<file path="src/rtl/robot_measure_sequencer_if.sv">
// Handshake bundle between the light-sensor sequencer and its environment.
// master: the side that drives Enable/LightSignal (system controller / sensor pin).
// slave:  the sequencer itself, producing the motor command and duty result.
interface robot_measure_sequencer_if;
  logic       Enable;
  logic       LightSignal;
  logic [1:0] MotorSignal;
  logic [7:0] DutyPercent;
  logic       DutyValid;
  logic       Busy;

  modport master (
    output Enable,
    output LightSignal,
    input  MotorSignal,
    input  DutyPercent,
    input  DutyValid,
    input  Busy
  );

  modport slave (
    input  Enable,
    input  LightSignal,
    output MotorSignal,
    output DutyPercent,
    output DutyValid,
    output Busy
  );
endinterface

</file>
<file path="src/rtl/robot_measure_sequencer.sv">
// robot_measure_sequencer
// Repeated duty-cycle measurement of the synchronized light sensor input,
// followed by an iterative divide and a threshold decision onto MotorSignal.
// Optional build macro: ROBOT_HYSTERESIS_EN -- a changed motor command is only
// applied after two consecutive completed windows agree on it.
//
// state   | meaning
// --------+------------------------------------------------------------
// IDLE    | waiting for Enable; Busy low
// CLEAR   | one cycle, zero sample counters and prescaler
// MEASURE | count high/low samples on each tick until the window is full
// DIVIDE  | 15-cycle restoring divide of high_cnt*100 by WINDOW_TICKS
// DECIDE  | one cycle, commit duty, pulse DutyValid, update MotorSignal
module robot_measure_sequencer #(
  parameter int TICK_DIV     = 2500,
  parameter int WINDOW_TICKS = 100,
  parameter int THRESH_LO    = 30,
  parameter int THRESH_HI    = 70
) (
  input  logic                      InputClock,
  input  logic                      Reset,
  robot_measure_sequencer_if.slave  bus
);

  localparam logic [15:0] PRESC_LAST = 16'(TICK_DIV - 1);
  localparam logic [7:0]  WIN_LAST   = 8'(WINDOW_TICKS - 1);
  localparam logic [8:0]  DIV_W      = 9'(WINDOW_TICKS);
  localparam logic [7:0]  T_LO       = 8'(THRESH_LO);
  localparam logic [7:0]  T_HI       = 8'(THRESH_HI);
  localparam logic [3:0]  DIV_LAST   = 4'd14;

  localparam logic [1:0] CMD_STOP    = 2'b00;
  localparam logic [1:0] CMD_SEARCH  = 2'b01;
  localparam logic [1:0] CMD_FORWARD = 2'b11;

  typedef enum logic [2:0] {
    IDLE,
    CLEAR,
    MEASURE,
    DIVIDE,
    DECIDE
  } state_t;

  state_t      state, state_nxt;

  logic        light_meta, light_sync;
  logic [15:0] presc_cnt;
  logic        tick;
  logic [7:0]  high_cnt, low_cnt, tick_cnt;
  logic [7:0]  high_fin;
  logic [14:0] num_load;

  logic [14:0] div_sr;
  logic [7:0]  div_rem;
  logic [3:0]  div_cnt;
  logic [8:0]  trial;
  logic [8:0]  trial_sub;
  logic        trial_ge;

  logic [7:0]  duty_q;
  logic [1:0]  new_cmd;
  logic        apply_cmd;

  logic        start_win, abort_win, commit, load_div;

  logic [1:0]  motor_q;
  logic [7:0]  duty_out_q;
  logic        valid_q;

  // Two-flop synchronizer for the asynchronous sensor pin.
  always_ff @(posedge InputClock or posedge Reset) begin
    if (Reset) begin
      light_meta <= 1'b0;
      light_sync <= 1'b0;
    end else begin
      light_meta <= bus.LightSignal;
      light_sync <= light_meta;
    end
  end

  // Sample-tick prescaler; only runs while measuring so every window starts aligned.
  always_ff @(posedge InputClock or posedge Reset) begin
    if (Reset) begin
      presc_cnt <= '0;
    end else if (state == MEASURE) begin
      if (presc_cnt == PRESC_LAST) presc_cnt <= '0;
      else                         presc_cnt <= presc_cnt + 16'd1;
    end else begin
      presc_cnt <= '0;
    end
  end

  assign tick = (state == MEASURE) && (presc_cnt == PRESC_LAST);

  // Final high count including the sample taken on the window's last tick.
  assign high_fin = high_cnt + {7'd0, light_sync};
  assign num_load = 15'(high_fin) * 15'd100;

  // FSM state register.
  always_ff @(posedge InputClock or posedge Reset) begin
    if (Reset) state <= IDLE;
    else       state <= state_nxt;
  end

  // FSM next-state and control strobes; Enable low aborts any active phase before DECIDE.
  always_comb begin
    state_nxt = state;
    start_win = 1'b0;
    abort_win = 1'b0;
    commit    = 1'b0;
    load_div  = 1'b0;
    case (state)
      IDLE: begin
        if (bus.Enable) begin
          state_nxt = CLEAR;
          start_win = 1'b1;
        end
      end
      CLEAR: begin
        if (!bus.Enable) begin
          state_nxt = IDLE;
          abort_win = 1'b1;
        end else begin
          state_nxt = MEASURE;
        end
      end
      MEASURE: begin
        if (!bus.Enable) begin
          state_nxt = IDLE;
          abort_win = 1'b1;
        end else if (tick && (tick_cnt == WIN_LAST)) begin
          state_nxt = DIVIDE;
          load_div  = 1'b1;
        end
      end
      DIVIDE: begin
        if (!bus.Enable) begin
          state_nxt = IDLE;
          abort_win = 1'b1;
        end else if (div_cnt == DIV_LAST) begin
          state_nxt = DECIDE;
        end
      end
      DECIDE: begin
        commit    = 1'b1;
        state_nxt = bus.Enable ? CLEAR : IDLE;
      end
      default: state_nxt = IDLE;
    endcase
  end

  // Sample counters: cleared at window start, advanced on each tick.
  always_ff @(posedge InputClock or posedge Reset) begin
    if (Reset) begin
      high_cnt <= '0;
      low_cnt  <= '0;
      tick_cnt <= '0;
    end else if (state == CLEAR) begin
      high_cnt <= '0;
      low_cnt  <= '0;
      tick_cnt <= '0;
    end else if (tick) begin
      if (light_sync) high_cnt <= high_cnt + 8'd1;
      else            low_cnt  <= low_cnt + 8'd1;
      tick_cnt <= tick_cnt + 8'd1;
    end
  end

  // One restoring-division step: shift in the next numerator bit, subtract if it fits.
  assign trial     = {div_rem, div_sr[14]};
  assign trial_ge  = (trial >= DIV_W);
  assign trial_sub = trial - DIV_W;

  // Divider datapath; the quotient accumulates in the numerator shift register.
  always_ff @(posedge InputClock or posedge Reset) begin
    if (Reset) begin
      div_sr  <= '0;
      div_rem <= '0;
      div_cnt <= '0;
    end else if (load_div) begin
      div_sr  <= num_load;
      div_rem <= '0;
      div_cnt <= '0;
    end else if (state == DIVIDE) begin
      div_sr  <= {div_sr[13:0], trial_ge};
      div_rem <= trial_ge ? trial_sub[7:0] : trial[7:0];
      div_cnt <= div_cnt + 4'd1;
    end
  end

  // Quotient never exceeds 100, so the low byte is the full duty value.
  assign duty_q = div_sr[7:0];

  // Threshold decision for the freshly computed duty.
  always_comb begin
    new_cmd = CMD_SEARCH;
    if (duty_q < T_LO)       new_cmd = CMD_STOP;
    else if (duty_q >= T_HI) new_cmd = CMD_FORWARD;
  end

`ifdef ROBOT_HYSTERESIS_EN
  logic [1:0] pend_cmd;
  logic       pend_vld;

  // Remember the previous completed window's command; forgotten on reset or abort.
  always_ff @(posedge InputClock or posedge Reset) begin
    if (Reset) begin
      pend_cmd <= CMD_STOP;
      pend_vld <= 1'b0;
    end else if (abort_win) begin
      pend_cmd <= CMD_STOP;
      pend_vld <= 1'b0;
    end else if (commit) begin
      pend_cmd <= new_cmd;
      pend_vld <= 1'b1;
    end
  end

  // With no history yet the first result is taken directly.
  assign apply_cmd = !pend_vld || (pend_cmd == new_cmd);
`else
  assign apply_cmd = 1'b1;
`endif

  // Result registers: duty, valid pulse and motor command all change on DECIDE exit.
  always_ff @(posedge InputClock or posedge Reset) begin
    if (Reset) begin
      motor_q    <= CMD_STOP;
      duty_out_q <= '0;
      valid_q    <= 1'b0;
    end else begin
      valid_q <= 1'b0;
      if (start_win || abort_win) begin
        motor_q <= CMD_STOP;
      end else if (commit) begin
        duty_out_q <= duty_q;
        valid_q    <= 1'b1;
        if (apply_cmd) motor_q <= new_cmd;
      end
    end
  end

  assign bus.MotorSignal = motor_q;
  assign bus.DutyPercent = duty_out_q;
  assign bus.DutyValid   = valid_q;
  assign bus.Busy        = (state != IDLE);

endmodule
</file>
<file path="src/flat_wrapper.sv">
// flat-port wrapper written by rule: the top's interface ports become plain ports
module robot_measure_sequencer_flat 
#(
  parameter int TICK_DIV     = 2500,
  parameter int WINDOW_TICKS = 100,
  parameter int THRESH_LO    = 30,
  parameter int THRESH_HI    = 70
)
  (InputClock, Reset, bus_Enable, bus_LightSignal, bus_MotorSignal, bus_DutyPercent, bus_DutyValid, bus_Busy);
  robot_measure_sequencer_if bus_i ();
  input  logic InputClock;
  input  logic Reset;
  input wire logic [$bits(bus_i.Enable)-1:0] bus_Enable;
  input wire logic [$bits(bus_i.LightSignal)-1:0] bus_LightSignal;
  output wire logic [$bits(bus_i.MotorSignal)-1:0] bus_MotorSignal;
  output wire logic [$bits(bus_i.DutyPercent)-1:0] bus_DutyPercent;
  output wire logic [$bits(bus_i.DutyValid)-1:0] bus_DutyValid;
  output wire logic [$bits(bus_i.Busy)-1:0] bus_Busy;
  assign bus_i.Enable = bus_Enable;
  assign bus_i.LightSignal = bus_LightSignal;
  assign bus_MotorSignal = bus_i.MotorSignal;
  assign bus_DutyPercent = bus_i.DutyPercent;
  assign bus_DutyValid = bus_i.DutyValid;
  assign bus_Busy = bus_i.Busy;
  robot_measure_sequencer #(.TICK_DIV(TICK_DIV), .WINDOW_TICKS(WINDOW_TICKS), .THRESH_LO(THRESH_LO), .THRESH_HI(THRESH_HI)) u_core (.InputClock(InputClock), .Reset(Reset), .bus(bus_i));
endmodule
</file>
<file path="config.mk">
export PLATFORM = sky130hd
export DESIGN_NAME = robot_measure_sequencer_flat
export DESIGN_NICKNAME = d
export VERILOG_FILES = /design/src/rtl/robot_measure_sequencer_if.sv /design/src/rtl/robot_measure_sequencer.sv /design/src/flat_wrapper.sv
export SDC_FILE = /design/constraint.sdc
export NUM_CORES = 1
export LEC_CHECK = 0
export BUFFER_PORTS_ARGS = -buffer_cell sky130_fd_sc_hd__buf_2
export CAP_MARGIN = 20
export CORE_MARGIN = 2
export CORE_UTILIZATION = 30
export CTS_CLUSTER_SIZE = 10
export DETAILED_ROUTE_END_ITERATION = 12
export GPL_ROUTABILITY_DRIVEN = 1
export PLACE_DENSITY = 0.55
export RECOVER_POWER = 100
export REMOVE_ABC_BUFFERS = 1
export SLEW_MARGIN = 20
export SYNTH_ARGS = -nofsm -noshare
export SYNTH_HDL_FRONTEND = slang
export SYNTH_SLANG_ARGS = --single-unit
export TNS_END_PERCENT = 30
</file>
<file path="constraint.sdc">
create_clock -name InputClock -period 3.8 [get_ports InputClock]
set_input_delay 0.38 -clock InputClock [delete_from_list [all_inputs] [get_ports InputClock]]
set_output_delay 0.38 -clock InputClock [all_outputs]
set_load 0.02 [all_outputs]
</file>
==> results of run 1 <==
[cell usage after synthesis, drive strengths merged, types with 5 or more instances]
master	count
or3	5
xor2	29
nand4	18
inv	19
a22oi	9
buf	8
nand2	49
and3	7
nor3	11
nand3	11
clkbuf	12
xnor2	17
o21ai	17
a21oi	15
ha	38
dfrtp	75
mux2	8
nor2	51
[cells in the final DEF (no fill, tap or decap), types with 3 or more instances in the layout]
cell type,count
o22ai_1,4
xnor2_1,16
inv_1,19
mux2i_1,4
nor3_1,11
a22oi_1,9
mux2_2,8
dfrtp_1,75
a21o_1,4
o21ai_0,17
clkbuf_1,13
nor2_1,50
nand3_1,11
nand2_1,49
nand4_1,18
xor2_1,29
ha_1,38
buf_2,3
or3_1,5
a21oi_1,15
clkbuf_16,9
or2_2,3
nor4b_1,3
fa_1,3
buf_4,3
and3_1,5
[flip-flops by register name, indices dropped and copies added (netlist names)]
| register | count |
|---|---|
| u_core.presc_cnt | 16 |
| u_core.high_cnt | 8 |
| u_core.div_cnt | 4 |
| u_core.bus.DutyValid | 1 |
| u_core.tick_cnt | 8 |
| u_core.div_sr | 15 |
| u_core.light_sync | 1 |
| u_core.state | 3 |
| u_core.light_meta | 1 |
| u_core.bus.MotorSignal | 2 |
| u_core.div_rem | 8 |
| u_core.bus.DutyPercent | 8 |
[metrics by stage]
stage | area, um^2 | util (%) | worst slack (ns)
final | 5010 | 34.2 | 0.266
after global routing | 5010 | 34.2 | 0.0229
after CTS | 5050 | 34.5 | 0.181
after detailed placement | 4730 | 32.3 | 0.208
after global placement | 4730 | 32.3 | 0.260
after floorplan | 4400 | - | 0.420
[area by class of cell]
| type | count | area, um^2 |
|---|---|---|
| tap | 184 | 230 |
| timing repair buffer | 19 | 87.6 |
| clock buffer | 11 | 243 |
| inverter | 19 | 71.3 |
| clock inverter | 4 | 73.8 |
| fill | 1482 | 9630 |
| sequential | 75 | 1880 |
| multi-input combinational | 341 | 2430 |
[worst max path at each step]
stage | from | endpoint | depth (start not counted)
after floorplan | u_core.light_sync$_DFF_PP0_ | u_core.div_sr[14]$_DFFE_PP0P_ | 14
after global placement | u_core.high_cnt[0]$_DFFE_PP0P_ | u_core.div_sr[11]$_DFFE_PP0P_ | 14
after detailed placement | u_core.high_cnt[0]$_DFFE_PP0P_ | u_core.div_sr[14]$_DFFE_PP0P_ | 14
after CTS | u_core.high_cnt[0]$_DFFE_PP0P_ | u_core.div_sr[14]$_DFFE_PP0P_ | 14
after global routing | u_core.high_cnt[0]$_DFFE_PP0P_ | u_core.div_sr[11]$_DFFE_PP0P_ | 14
final | u_core.high_cnt[0]$_DFFE_PP0P_ | u_core.div_sr[13]$_DFFE_PP0P_ | 14
[power by group]
group,total [mW],switching (mW),internal (mW)
Clock,0.923,0.333,0.591
Combinational,0.612,0.367,0.245
Sequential,1.13,0.178,0.955
[kinds of logic (layout without fill, tap and decap cells)]
logic type               Yosys count  count (layout)
flip-flops                        75              75
XOR/XNOR                          46              46
multiplexers                      12              12
AO/OA/AOI/OAI                     69              69
adder cells (fa/ha/maj)           41              41
AND/OR/NAND/NOR                  173             173
buffers and inverters             39              53
[per-layer routing]
layer / track usage, % / vias up / routed length, um
li1: - / 1612 / -
met1: 16.0 / 1564 / 4440
met2: 18.8 / 50 / 4100
met3: 2.53 / 10 / 258
met4: 4.20 / 0 / 119
met5: 0 / - / 0
==> impl_metrics.py, run 1 <==
metrics = {
    "run_status": {
        "status": "complete, no violations",
    },
    "synth": {
        "ys_top_cells_by_area": "dfrtp_1, ha_1, xor2_1, nor2_1, nand2_1",
        "synth.area.mux_share_pct": 2.87,
        "synth-xor-area-share_pct": 8.89,
        "synth_compound_area_share_pct": 9.88,
        "ys_ff_latch": 75,
        "synth_top_area_cell": "dfrtp_1",
        "synth_fa_ha_area_share_pct": 11.8,
        "synth_top_area_share_pct": 41.4,
        "synth-edff-count": 0,
        "ys_async_sr_fraction_pct": 100,
        "syn-mean-instance-area_um2": 9.97,
        "ys_warn_count": 0,
        "ys_types": 55,
        "synth_top_family_by_area": "simple AND/OR/NAND/NOR gates",
        "synth.cell_area_mm2": 0.00453,
        "ys.flop_type": "dfrtp_1",
        "synth-seq-area-share_pct": 41.4,
        "synthSimpleGateAreaFrac_pct": 20.6,
        "syn_inst": 455,
    },
    "grt": {
        "grt_pass1_vias": 3228,
        "grt_max_degree": 51,
        "antenna_found_initial": 0,
        "grt_pass1_wl_mm": 15.7,
        "grtUsageTotal_pct": 11.9,
        "grt_overflow_total": 0,
    },
    "final_layout": {
        "fin_nets": 510,
        "area_delta_synth_final_pct": 10.6,
        "drive_gt1_share_pct": 9.81,
        "instances_no_fill": 653,
        "antennaDiodeCount": 0,
    },
    "floorplan": {
        "die_y_um": 127,
        "rows": 44,
        "die_w_um": 127,
        "initial_core_util_pct": 31.0,
        "die_area_mm2": 0.0161,
        "core_mm2": 0.0146,
        "pin_count": 16,
    },
    "setup_path": {
        "r2r_slack_ns": 0.27,
        "r2r-end": "u_core.div_sr[13]$_DFFE_PP0P_",
        "cp_max_fo": 4,
        "worst_path_most_repeated_cell": "ha_1",
        "r2r-start": "u_core.high_cnt[0]$_DFFE_PP0P_",
        "critPathSlowestCell": "fa_1",
        "path_cells": "ha_1, nand3_1, xnor2_1, ha_1, ha_1, inv_1, fa_1, inv_1, ha_1, nand2_1, nor3_1, o22ai_1, xnor2_1, a21o_1",
        "critPathArrivalTime_ns": 3.76,
        "crit_family": "adder cells",
        "critPathMaxStageDelay_ns": 0.52,
        "cp-start-kind": "register",
        "critPathKind": "register to register",
        "cp_data_required_time_ns": 4.03,
        "r2r_cells": 14,
        "critPathBufInv": 2,
        "endpoint_kind": "register",
    },
    "clocking": {
        "hold_buffers": 0,
        "clk_pin_slew_ns": 0.06,
        "cts_buffer_depth": 2,
        "root_buffer": "clkbuf_16",
        "postCtsSetupBuffers": 0,
        "ctsResizeCount": 0,
        "clock-sinks": 75,
        "cts_made_buffers": 9,
        "tritoncts": "built",
        "htree_levels": 3,
        "clkLatencyLatePin_ns": 0.34,
    },
    "timing": {
        "skew_ns": 0.0113,
        "timing.fmax_ghz": 0.283,
        "worst_pin_slew_ns": 1.22,
        "finalMaxSlewViolations": 0,
        "timing.final.crit_share_pct": 93.0,
        "layout_min_cycle_time_ns": 3.53,
        "finalSetupTns_ns": 0,
        "slew_headroom_pct": 18.8,
        "setup_viol": 0,
        "hold_slack_ns": 0.160,
        "rsz0062_at_grt": "no",
        "hold_violations": 0,
    },
    "power_and_ir_drop": {
        "finalPower_mw": 2.67,
        "power_leakage_nw": 2.38,
        "peakVddDrop_uv": 266,
        "power.density_mw_per_mm2": 532,
    },
    "routing": {
        "vias_per_cell": 4.96,
        "wl_mm": 8.91,
        "post-route-drc-count": 0,
        "drtAntennaViolNets": 0,
        "vias": 3236,
        "wire_per_inst_um": 13.6,
        "drt-initial-drc-count": 167,
        "drtPass1Iterations": 4,
    },
    "run": {
        "cap_viol_max_count": 0,
    },
    "placement": {
        "dp_cells": 638,
        "io_buffers": 15,
        "hpwl_mm": 6.40,
        "gp_congestion": 0.762,
    },
    "min_path": {
        "min_path_cells": 1,
        "holdPathEnd": "u_core.light_meta$_DFF_PP0_",
        "min_from": "bus_LightSignal",
        "hp-class": "input port to register",
    },
}
Power figures use the tool's default switching activity.
==> inputs of run 2 (changes only) <==
ABC_AREA = 1   (was unset)
PLACE_DENSITY = 0.54   (was 0.55)
==> impl_metrics.py, run 2 <==
metrics = {
    "run_status": {
        "status": "complete, no violations",
    },
    "synth": {
        "synth-seq-area-share_pct": 39.5,
        "synth-edff-count": 0,
        "ys_warn_count": 0,
        "synth_most_common_cell": "nand2_1",
        "ys.flop_type": "dfrtp_1",
        "synth_common_cells": "nand2_1, inv_1, dfrtp_1",
        "ys_async_sr_fraction_pct": 100,
        "ys_top_cells_by_area": "dfrtp_1, nand2_1, ha_1, inv_1, nand3_1",
        "syn-mean-instance-area_um2": 7.80,
        "syn_inst": 609,
        "ys_ff_latch": 75,
        "synth.cell_area_mm2": 0.00475,
        "ys_types": 35,
        "synth_top_area_cell": "dfrtp_1",
        "synth_top_area_share_pct": 39.5,
    },
    "final_layout": {
        "largest_reg_flops": 16,
        "fillCellCount": 1672,
        "final_cell_mix": "nand2_1, inv_1, dfrtp_1, nor2_1, nand3_1",
        "area_delta_synth_final_pct": 12.6,
        "multi_input_area_mm2": 0.00248,
        "largestRegisters": "u_core.presc_cnt: 16 flops, u_core.div_sr: 15 flops",
        "instances_no_fill": 849,
        "postLayoutCellArea_mm2": 0.00535,
        "drive_gt1_share_pct": 5.85,
        "fin_util_pct": 34.2,
        "antennaDiodeCount": 0,
        "fin_nets": 674,
        "regArea_mm2": 0.00188,
        "largest-register": "u_core.presc_cnt",
        "layout_commonest_cell": "nand2_1",
    },
    "grt": {
        "grt_pass1_wl_mm": 17.3,
        "grt_overflow_total": 0,
        "grtUsageTotal_pct": 12.4,
        "grt_max_degree": 39,
        "antenna_found_initial": 0,
        "grt_pass1_vias": 3835,
    },
    "setup_path": {
        "path_cells": "ha_4, ha_1, nand2_1, nor2_2, xor2_2, ha_1, ha_1, inv_1, fa_1, inv_1, ha_1, a21oi_1, nand2_1, nand2_1, nand2_1, nand2_1, nand2_1, o21ai_1, nand2_1",
        "r2r-end": "u_core.div_sr[14]$_DFFE_PP0P_",
        "cp_data_required_time_ns": 4.02,
        "cp-start-kind": "register",
        "critPathSlowestCell": "fa_1",
        "cp_max_fo": 5,
        "path_depth": 19,
        "critPathArrivalTime_ns": 3.73,
        "crit_family": "adder cells",
        "critPathBufInv": 2,
        "critPathKind": "register to register",
        "endpoint_kind": "register",
        "r2r-start": "u_core.high_cnt[0]$_DFFE_PP0P_",
        "worst_path_most_repeated_cell": "nand2_1",
        "crit_end": "u_core.div_sr[14]$_DFFE_PP0P_",
        "critPathLaunch": "u_core.high_cnt[0]$_DFFE_PP0P_",
        "r2r_cells": 19,
        "r2r_slack_ns": 0.30,
        "critPathMaxStageDelay_ns": 0.52,
    },
    "routing": {
        "wl_mm": 9.63,
        "drt-initial-drc-count": 193,
        "drtAntennaViolNets": 0,
        "post-route-drc-count": 0,
        "drtPass1Iterations": 4,
        "vias_per_cell": 4.48,
        "vias": 3806,
        "wire_per_inst_um": 11.3,
    },
    "clocking": {
        "cts_buffer_depth": 2,
        "clock-sinks": 75,
        "hold_buffers": 0,
        "htree_levels": 3,
        "clkLatencyLatePin_ns": 0.33,
        "clk_pin_slew_ns": 0.06,
        "cts_made_buffers": 9,
        "root_buffer": "clkbuf_16",
        "tritoncts": "built",
    },
    "power_and_ir_drop": {
        "p_int_mw": 1.85,
        "peakVddDrop_uv": 177,
        "pwr-share-comb_pct": 30.0,
        "seqPwrFrac_pct": 38.5,
        "power_frac_clock_pct": 31.5,
        "p_sw_share_pct": 35.7,
        "power_leakage_nw": 2.73,
        "power.density_mw_per_mm2": 538,
        "power_switching_mw": 1.03,
    },
    "timing": {
        "finalMaxSlewViolations": 0,
        "timing.fmax_ghz": 0.285,
        "hold_violations": 0,
        "skew_ns": 0.00667,
        "layout_min_cycle_time_ns": 3.50,
        "setup_viol": 0,
        "timing.final.crit_share_pct": 92.2,
        "slew_headroom_pct": 3.08,
        "hold_slack_ns": 0.166,
        "worst_pin_slew_ns": 1.45,
        "finalSetupTns_ns": 0,
    },
    "placement": {
        "hpwl_mm": 7.02,
        "placed_area_mm2": 0.00506,
        "dp_cells": 832,
        "io_buffers": 15,
        "gp_congestion": 0.864,
    },
    "floorplan": {
        "initial_core_util_pct": 30.3,
        "core_mm2": 0.0157,
        "die_area_mm2": 0.0169,
        "rows": 46,
        "die_y_um": 130,
        "pin_count": 16,
        "die_w_um": 130,
    },
    "min_path": {
        "min_path_cells": 1,
        "hp-class": "input port to register",
    },
    "run": {
        "cap_viol_max_count": 0,
    },
}
==> run 2: cell types whose count changed after synthesis, sizes merged, moves of 5 or more <==
| cell | before | now |
|---|---|---|
| nand4 | 18 | 11 |
| nand3 | 11 | 52 |
| or3 | 5 | 0 |
| xnor2 | 17 | 4 |
| nand2 | 49 | 162 |
| a22oi | 9 | 0 |
| inv | 19 | 84 |
| o31ai | 1 | 7 |
| mux2 | 8 | 0 |
| nor2 | 51 | 59 |
| and3 | 7 | 0 |
| o21ai | 17 | 36 |
| clkbuf | 12 | 4 |
==> run 2: power by group through the flow <==
stage	clock [mW]	sequential, mW	combinational [mW]
5_1_grt	0.960	1.13	1.01
4_1_cts	0.929	1.11	0.889
2_1_floorplan	0	1.10	0.668
6_report	0.907	1.11	0.863
3_5_place_dp	0	1.12	0.882
3_3_place_gp	0	1.11	0.867
==> run 2: layout make-up <==
cell class,count,area share [%]
Clock buffer,9,4.21
Clock inverter,6,1.68
Inverter,84,5.89
Multi-Input combinational cell,439,46.3
Sequential cell,75,35.1
Tap cell,216,5.05
Timing Repair Buffer,20,1.78
==> run 2: worst min path at each step <==
stage / startpoint / to
after CTS: bus_LightSignal / u_core.light_meta$_DFF_PP0_
after global routing: bus_LightSignal / u_core.light_meta$_DFF_PP0_
after floorplan: u_core.light_meta$_DFF_PP0_ / u_core.light_sync$_DFF_PP0_
after global placement: u_core.light_meta$_DFF_PP0_ / u_core.light_sync$_DFF_PP0_
after detailed placement: u_core.light_meta$_DFF_PP0_ / u_core.light_sync$_DFF_PP0_
final: bus_LightSignal / u_core.light_meta$_DFF_PP0_
==> run 2: metrics by stage <==
step | total power, mW | setup slack [ns]
6_report | 2.88 | 0.297
4_1_cts | 2.92 | 0.169
3_3_place_gp | 1.98 | 0.271
3_5_place_dp | 2.00 | 0.179
2_1_floorplan | 1.76 | 0.457
5_1_grt | 3.11 | -0.00533
==> run 2: timing repair <==
| action | 4_1_cts | 5_1_grt |
|---|---|---|
| setup endpoints to repair | 0 | 4 |
| setup buffers | 0 | 2 |
| resized for setup | 0 | 5 |
==> run 2: kinds of logic after synthesis <==
group | synth area share (%)
adders and majority gates | 11.3
xor gates and xnor gates | 5.35
AOI/OAI and AO/OA | 7.40
DFF | 39.5
and+or+nand+nor | 28.5
buffers and inverters | 7.95
==> run 2: per-layer routing <==
layer  wire length, um  GRT usage, %
met2              4410          20.8
met3               243          2.01
met5                 0             0
met1              4840          16.3
met4               132          4.36
